File: config.mk
export PLATFORM = sky130hd
export DESIGN_NAME = srl_delay_sequencer
export DESIGN_NICKNAME = d
export VERILOG_FILES = /design/src/rtl/srl_seq_pkg.sv /design/src/rtl/dynamic_shift_register.sv /design/src/rtl/srl_delay_sequencer.sv
export SDC_FILE = /design/constraint.sdc
export NUM_CORES = 1
export LEC_CHECK = 0
export CAP_MARGIN = 30
export CORE_ASPECT_RATIO = 1.5
export CORE_UTILIZATION = 57
export DETAILED_ROUTE_END_ITERATION = 8
export GPL_TIMING_DRIVEN = 0
export PLACE_DENSITY = 0.84
export SLEW_MARGIN = 25
export SYNTH_ARGS = -nofsm -noshare
export SYNTH_HDL_FRONTEND = slang
export SYNTH_SLANG_ARGS = --single-unit
File: constraint.sdc
create_clock -name clk -period 3.4 [get_ports clk]
set_input_delay 0.68 -clock clk [delete_from_list [all_inputs] [get_ports clk]]
set_output_delay 0.68 -clock clk [all_outputs]
set_load 0.05 [all_outputs]
File: src/rtl/srl_seq_pkg.sv
// Shared types for the SRL delay sequencer: FSM state encoding and counter sizing.
package srl_seq_pkg;

    typedef enum logic [1:0] {
        IDLE = 2'd0,
        RUN  = 2'd1,
        DONE = 2'd2
    } state_e;

    function automatic int unsigned cnt_width(input int unsigned selw, input int unsigned wordw);
        return selw + $clog2(wordw) + 1;
    endfunction

endpackage

File: src/rtl/dynamic_shift_register.sv
// Clock-enabled serial delay line of depth 2**SELWIDTH with a run-time selectable output tap.
module dynamic_shift_register #(
    parameter int unsigned SELWIDTH = 3
) (
    input  logic                clk,
    input  logic                rst,
    input  logic                clken,
    input  logic                SI,
    input  logic [SELWIDTH-1:0] SEL,
    output logic                DO
);

    localparam int unsigned DEPTH = 2 ** SELWIDTH;

    logic [DEPTH-1:0] data_q;
    logic [DEPTH-1:0] data_d;

    always_comb begin
        data_d = data_q;
        if (clken) begin
            data_d = (data_q << 1) | DEPTH'(SI);
        end
    end

    always_ff @(posedge clk or posedge rst) begin
        if (rst) begin
            data_q <= '0;
        end else begin
            data_q <= data_d;
        end
    end

    assign DO = data_q[SEL];

endmodule

File: src/rtl/srl_delay_sequencer.sv
// Pushes a parallel word MSB-first through a tapped delay line and rebuilds it from the tap,
// reporting the number of enabled RUN cycles taken.
module srl_delay_sequencer
    import srl_seq_pkg::*;
#(
    parameter int unsigned SELWIDTH = 3,
    parameter int unsigned WORDW    = 8,
    parameter int unsigned CNTW     = 8
) (
    input  logic                clk,
    input  logic                rst_n,
    input  logic                en,
    input  logic                in_valid,
    output logic                in_ready,
    input  logic [WORDW-1:0]    in_data,
    input  logic [SELWIDTH-1:0] in_sel,
    output logic                out_valid,
    input  logic                out_ready,
    output logic [WORDW-1:0]    out_data,
    output logic [CNTW-1:0]     out_cycles,
    output logic                busy
);

    localparam int unsigned CW = cnt_width(SELWIDTH, WORDW);

    state_e              state_q, state_d;
    logic [CW-1:0]       cnt_q, cnt_d;
    logic [SELWIDTH-1:0] sel_q, sel_d;
    logic [WORDW-1:0]    tx_q, tx_d;
    logic [WORDW-1:0]    rx_q, rx_d;
    logic [WORDW-1:0]    out_data_q, out_data_d;
    logic [CNTW-1:0]     out_cycles_q, out_cycles_d;

    logic [CW-1:0]       n_last;
    logic [WORDW-1:0]    rx_next;
    logic                sr_clken;
    logic                sr_si;
    logic                sr_do;

    assign n_last  = CW'(WORDW) + CW'(sel_q);
    assign rx_next = (rx_q << 1) | WORDW'(sr_do);

    // The tap bit entered at edge k appears at DO during cnt = k+sel+1, hence the capture window.
    always_comb begin
        state_d      = state_q;
        cnt_d        = cnt_q;
        sel_d        = sel_q;
        tx_d         = tx_q;
        rx_d         = rx_q;
        out_data_d   = out_data_q;
        out_cycles_d = out_cycles_q;
        sr_clken     = 1'b0;
        sr_si        = 1'b0;

        if (state_q == RUN && cnt_q < CW'(WORDW)) begin
            sr_si = tx_q[WORDW-1];
        end

        if (en) begin
            case (state_q)
                IDLE: begin
                    if (in_valid) begin
                        tx_d    = in_data;
                        sel_d   = in_sel;
                        cnt_d   = '0;
                        rx_d    = '0;
                        state_d = RUN;
                    end
                end
                RUN: begin
                    sr_clken = (cnt_q < n_last);
                    tx_d     = tx_q << 1;
                    cnt_d    = cnt_q + CW'(1);
                    if (cnt_q > CW'(sel_q)) begin
                        rx_d = rx_next;
                    end
                    if (cnt_q == n_last) begin
                        state_d      = DONE;
                        out_data_d   = rx_next;
                        out_cycles_d = CNTW'(n_last + CW'(1));
                    end
                end
                DONE: begin
                    if (out_ready) begin
                        state_d = IDLE;
                    end
                end
                default: state_d = IDLE;
            endcase
        end
    end

    always_ff @(posedge clk or negedge rst_n) begin
        if (!rst_n) begin
            state_q      <= IDLE;
            cnt_q        <= '0;
            sel_q        <= '0;
            tx_q         <= '0;
            rx_q         <= '0;
            out_data_q   <= '0;
            out_cycles_q <= '0;
        end else begin
            state_q      <= state_d;
            cnt_q        <= cnt_d;
            sel_q        <= sel_d;
            tx_q         <= tx_d;
            rx_q         <= rx_d;
            out_data_q   <= out_data_d;
            out_cycles_q <= out_cycles_d;
        end
    end

    dynamic_shift_register #(
        .SELWIDTH(SELWIDTH)
    ) u_dsr (
        .clk  (clk),
        .rst  (~rst_n),
        .clken(sr_clken),
        .SI   (sr_si),
        .SEL  (sel_q),
        .DO   (sr_do)
    );

    assign in_ready   = rst_n && (state_q == IDLE);
    assign out_valid  = (state_q == DONE);
    assign busy       = (state_q != IDLE);
    assign out_data   = out_data_q;
    assign out_cycles = out_cycles_q;

endmodule

Yosys cells after proc, flatten, opt, wreduce, memory -nomap -nowiden. Index checks and enable logic that the tools add are counted.

Flip-flop bits (word level): 51. Latch bits: 0. RAM bits: 0. ROM bits: 0. Input bits: 16. Output and inout port bits: 19. Word-level logic and storage cells: 50. Memories: 0.

Add/sub/neg operators: 3. $mul: 0. Div/mod/pow operators: 0. Order comparisons: 4. Equality and inequality tests: 7. Shifts and indexed selects: 0. Mux-type cells: 16. Bitwise gates (word level): 2. Reduce and logical (&&, ||, !) cells: 10.

Operator list (count): $pmux W7 S2 (2); $mux W7 (3); $or A8 B1 Y8 (2); $pmux W8 S2 (1); $reduce_and A3 Y1 (3); $mux W8 (1); $reduce_and A4 Y1 (2); $add A7 B1 Y7 const B (1); $eq A7 B5 Y1 (1); $gt A7 B3 Y1 (1); $lt A7 B4 Y1 const B (1); $lt A7 B5 Y1 (1); $add A5 B1 Y6 const B (1); $mux W2 (3); $ne A2 B1 Y1 const B (3); $pmux W2 S3 (1); $add A4 B3 Y5 const A (1); $lt A3 B4 Y1 const B (1); $mux W1 (4); $reduce_bool A2 Y1 (2); $bmux W1 S3 (1); $eq A2 B1 Y1 const B (1); $eq A2 B2 Y1 const B (1); $logic_and A1 B1 Y1 (2); other kinds (2) (2).

Longest topological paths before layout.
Word-level depth: 5. Mapped depth: 7. Mapped depth without buffers: 6.

Hierarchy. Synthesis repeated with hierarchy kept, for this count alone.

Cells, all modules: 198. Area total of the unflattened synthesis: 2368.5 um^2.

Modules (own cells, without submodules): srl_delay_sequencer (times used 1, cells each 177, area each 2006.9 um^2, seq. area each 1001.0 um^2); dynamic_shift_register (times used 1, cells each 21, area each 361.6 um^2, seq. area each 200.2 um^2).

Least setup slack after synthesis. Ideal clock, no wire load.

Path kind: reg2out. Start: register state_q[0]. End: output port in_ready. Arrival time: 1.550 ns. Data required time: 2.720 ns. Setup slack: 1.170 ns. Stages on the path, launching flop included: 3. Buffers on the path: 0. Cell sequence: dfrtp_1 or2_2 nor2_1.

Longest elaborated chain between the ends: 2.

Ends and longest elaborated chain: start: declaration (RTL line srl_delay_sequencer.sv:26) `state_e state_q, state_d;`; start signal: assignment (RTL line srl_delay_sequencer.sv:103) `state_q <= state_d;`; $logic_not A2 Y1 (RTL line srl_delay_sequencer.sv:124) `assign in_ready = rst_n && (state_q == IDLE);`; $logic_and A1 B1 Y1 (RTL line srl_delay_sequencer.sv:124); end: declaration (RTL line srl_delay_sequencer.sv:14) `output logic in_ready,`.

No other way between the ends.

Worst setup path after layout.
Start: input port rst_n. End: output port in_ready.

Longest elaborated chain between the ends: 1.

Ends and longest elaborated chain: start: declaration (RTL line srl_delay_sequencer.sv:11) `input logic rst_n,`; $logic_and A1 B1 Y1 (RTL line srl_delay_sequencer.sv:124).

No other way between the ends.

==> impl_metrics.yaml <==
status:
  status: "finished clean"
min_path:
  hp-class: "in -> async"
detailed_routing:
  firstDrtPassIters: 4
  routed_via_density: 5.65
  finalWirelength_um: 4360
  dr_total_vias: 1628
  dr_wl_met2_um: 2310
  drc_errors: 0
  drt_iter0_markers: 35
  wl_met3_um: 125
  ant_nets: 0
  highest_layer: "met4"
  drt-met1-wl_um: 1820
  wire_per_inst_um: 15.1
power:
  clockPowerShare_pct: 14.1
  pwr-share-comb_pct: 47.3
  p_leak_nw: 1.28
  ir_worst_vdd_mv: 0.526
  power_density_nw_per_um2: 915
  power_frac_seq_pct: 38.6
  power_w: 0.00248
  sw_frac_of_total_pct: 41.3
  intPower_w: 0.00146
  switching_power_w: 0.00103
floorplanning:
  start_util_pct: 60.6
  die-area_um2: 4210
  ioPinCount: 35
  die_h_um: 79.0
  coreArea_um2: 3720
  dieWidth_um: 53.3
  rows: 27
critical_path:
  crit_fanout: 49
  cpMaxStageDelayCell: "clkdlybuf4s50_1"
  start_kind: "primary input"
  path_delay_family: "buffers and inverters"
  max_stage_delay_ns: 0.80
  crit_chain: "buf_4 -> inv_1 -> nor2_1 -> clkdlybuf4s50_1"
  cp.required_ns: 2.72
  path_class: "in -> out"
  path_buf_inv: 3
  cp-end-kind: "primary output"
  arrival_ns: 2.19
logic_synthesis:
  syn_avg_cell_area_um2: 11.0
  synth-seq-cells: 48
  syn_area_um2: 2250
  yosysSeqAreaShare_pct: 53.3
  synthCells: 204
  ys_warn_count: 0
  synth_cell_types: 37
placement:
  dp_hpwl_um: 3070
  gp_congestion: 0.857
  postPlaceCellArea_um2: 2620
  io_buffers: 31
clocking:
  ctsHoldBuffers: 0
  cts_buffers: 5
  cts.repair.resized: 0
  htreeDepth: 2
  clock_latency_ns: 0.30
  cts_tree: "built"
  cts-root-buf: "clkbuf_8"
  clock-sinks: 48
  post_cts_buffers: 0
  path_clk_slew_ns: 0.08
  cts_max_path_buffers: 2
cells_and_area:
  syn_to_final_growth_pct: 20.6
  drive_gt1_share_pct: 14.7
  finalCoreUtilization_pct: 73.1
  final_common_cell: "dfrtp_1"
  n_antenna_cell: 0
  final_cell_mix: "dfrtp_1 (48), nand2_1 (33), clkdlybuf4s50_1 (30), o21ai_0 (21), mux2i_1 (15)"
  nets: 266
  stdcell_area_um2: 2720
timing:
  min_period_ns: 2.87
  min_period_over_period_pct: 84.5
  drv_slew: 0
  finalHoldViolCount: 0
  setup_violations: 0
  worstMarginPinSlew_ns: 0.601
  max_freq_ghz: 0.348
  final.setup_skew_ns: 0.00591
  relSlewSlack_pct: 59.9
  hold_ws_ns: 0.390
  rsz0062_at_grt: "no"
grt:
  track_usage_pct: 23.9
  grt_max_degree: 50
  grt_first_pass_wirelength_um: 7290
  antenna_found_initial: 0
  overflow: 0
  grt_pass1_vias: 1580
run:
  drv_cap: 0
==> metal layers <==
metal | vias up | track usage [%]
met2 | 48 | 40.6
met5 | - | 0
met3 | 12 | 3.45
met4 | 0 | 10.0
li1 | 767 | -
met1 | 801 | 29.1
==> Yosys cell counts, drive strengths merged <==
cell,count,area (um^2)
o21ai,21,105
a21oi,5,25.0
or2,2,12.5
nand3b,1,7.51
inv,13,48.8
conb,1,3.75
nor4,3,18.8
or3b,3,26.3
mux2,14,158
ha,6,75.1
a32o,1,10.0
o21bai,1,7.51
and4,1,8.76
xnor2,3,26.3
nor2,6,22.5
mux4,2,45.0
nand2b,1,8.76
nor3,1,5.00
nand4,1,6.26
dfrtp,48,1200
nor2b,1,6.26
clkbuf,4,15.0
a21boi,1,7.51
nand3,1,5.00
and3,1,6.26
and2b,1,7.51
nand2,34,135
mux2i,15,150
buf,7,45.0
a22o,1,8.76
nor3b,2,26.3
o41ai,2,17.5
==> flip-flops by register name, summed over array words and instances, names as in the netlist <==
name / cells
u_dsr.data_q: 8
out_cycles: 5
rx_q: 7
sel_q: 3
tx_q: 8
state_q: 2
out_data: 8
cnt_q: 7
==> logic make-up (layout without fill, tap and decap cells) <==
group / after synthesis / count (layout) / synth area share (%)
AO/OA/AOI/OAI: 32 / 32 / 8.06
XOR/XNOR: 3 / 3 / 1.17
adder cells (fa/ha/maj): 6 / 6 / 3.33
buffers and inverters: 24 / 63 / 4.83
flip-flops: 48 / 48 / 53.3
multiplexers: 31 / 31 / 15.7
other: 1 / 3 / 0.167
AND/OR/NAND/NOR: 59 / 59 / 13.4
==> path summary, 6_finish.rpt <==
check | from | endpoint | slack (ns) | cells past startpoint
max | rst_n | in_ready | 0.53 | 4
min | rst_n | out_cycles[2] | 0.39 | 1
max reg2reg | sel_q[2] | u_dsr.data_q[6] | 1.26 | 6
min reg2reg | out_data[4] | out_data[4] | 0.49 | 2
max in group asynchronous | rst_n | state_q[0] | 2.61 | 1
min in group clk | out_data[4] | out_data[4] | 0.49 | 2
==> power groups by stage <==
stage | Clock, W | Sequential, W | Combinational, W
global placement | 0 | 0.000953 | 0.00114
finish | 0.000350 | 0.000957 | 0.00118
global route | 0.000382 | 0.000985 | 0.00129
detailed placement | 0 | 0.000967 | 0.00117
floorplan | 0 | 0.00111 | 0.000688
CTS | 0.000357 | 0.000956 | 0.00118
==> metrics by stage <==
stage	setup WS (ns)	cells	TNS, ns
floorplan	1.17	206	0
global placement	-1.02	280	-1.02
detailed placement	0.484	280	0
CTS	0.487	288	0
global route	0.371	288	0
finish	0.528	288	0
==> cell type report <==
cell class                      count  area [um^2]
Fill cell                         278         1000
Inverter                           13         48.8
Clock inverter                      1         7.51
Buffer                             11         60.1
Sequential cell                    48         1200
Timing Repair Buffer               31          308
Multi-Input combinational cell    134          950
Tap cell                           43         53.8
Clock buffer                        7         86.3
No activity file was read; power rests on OpenSTA's default activity.
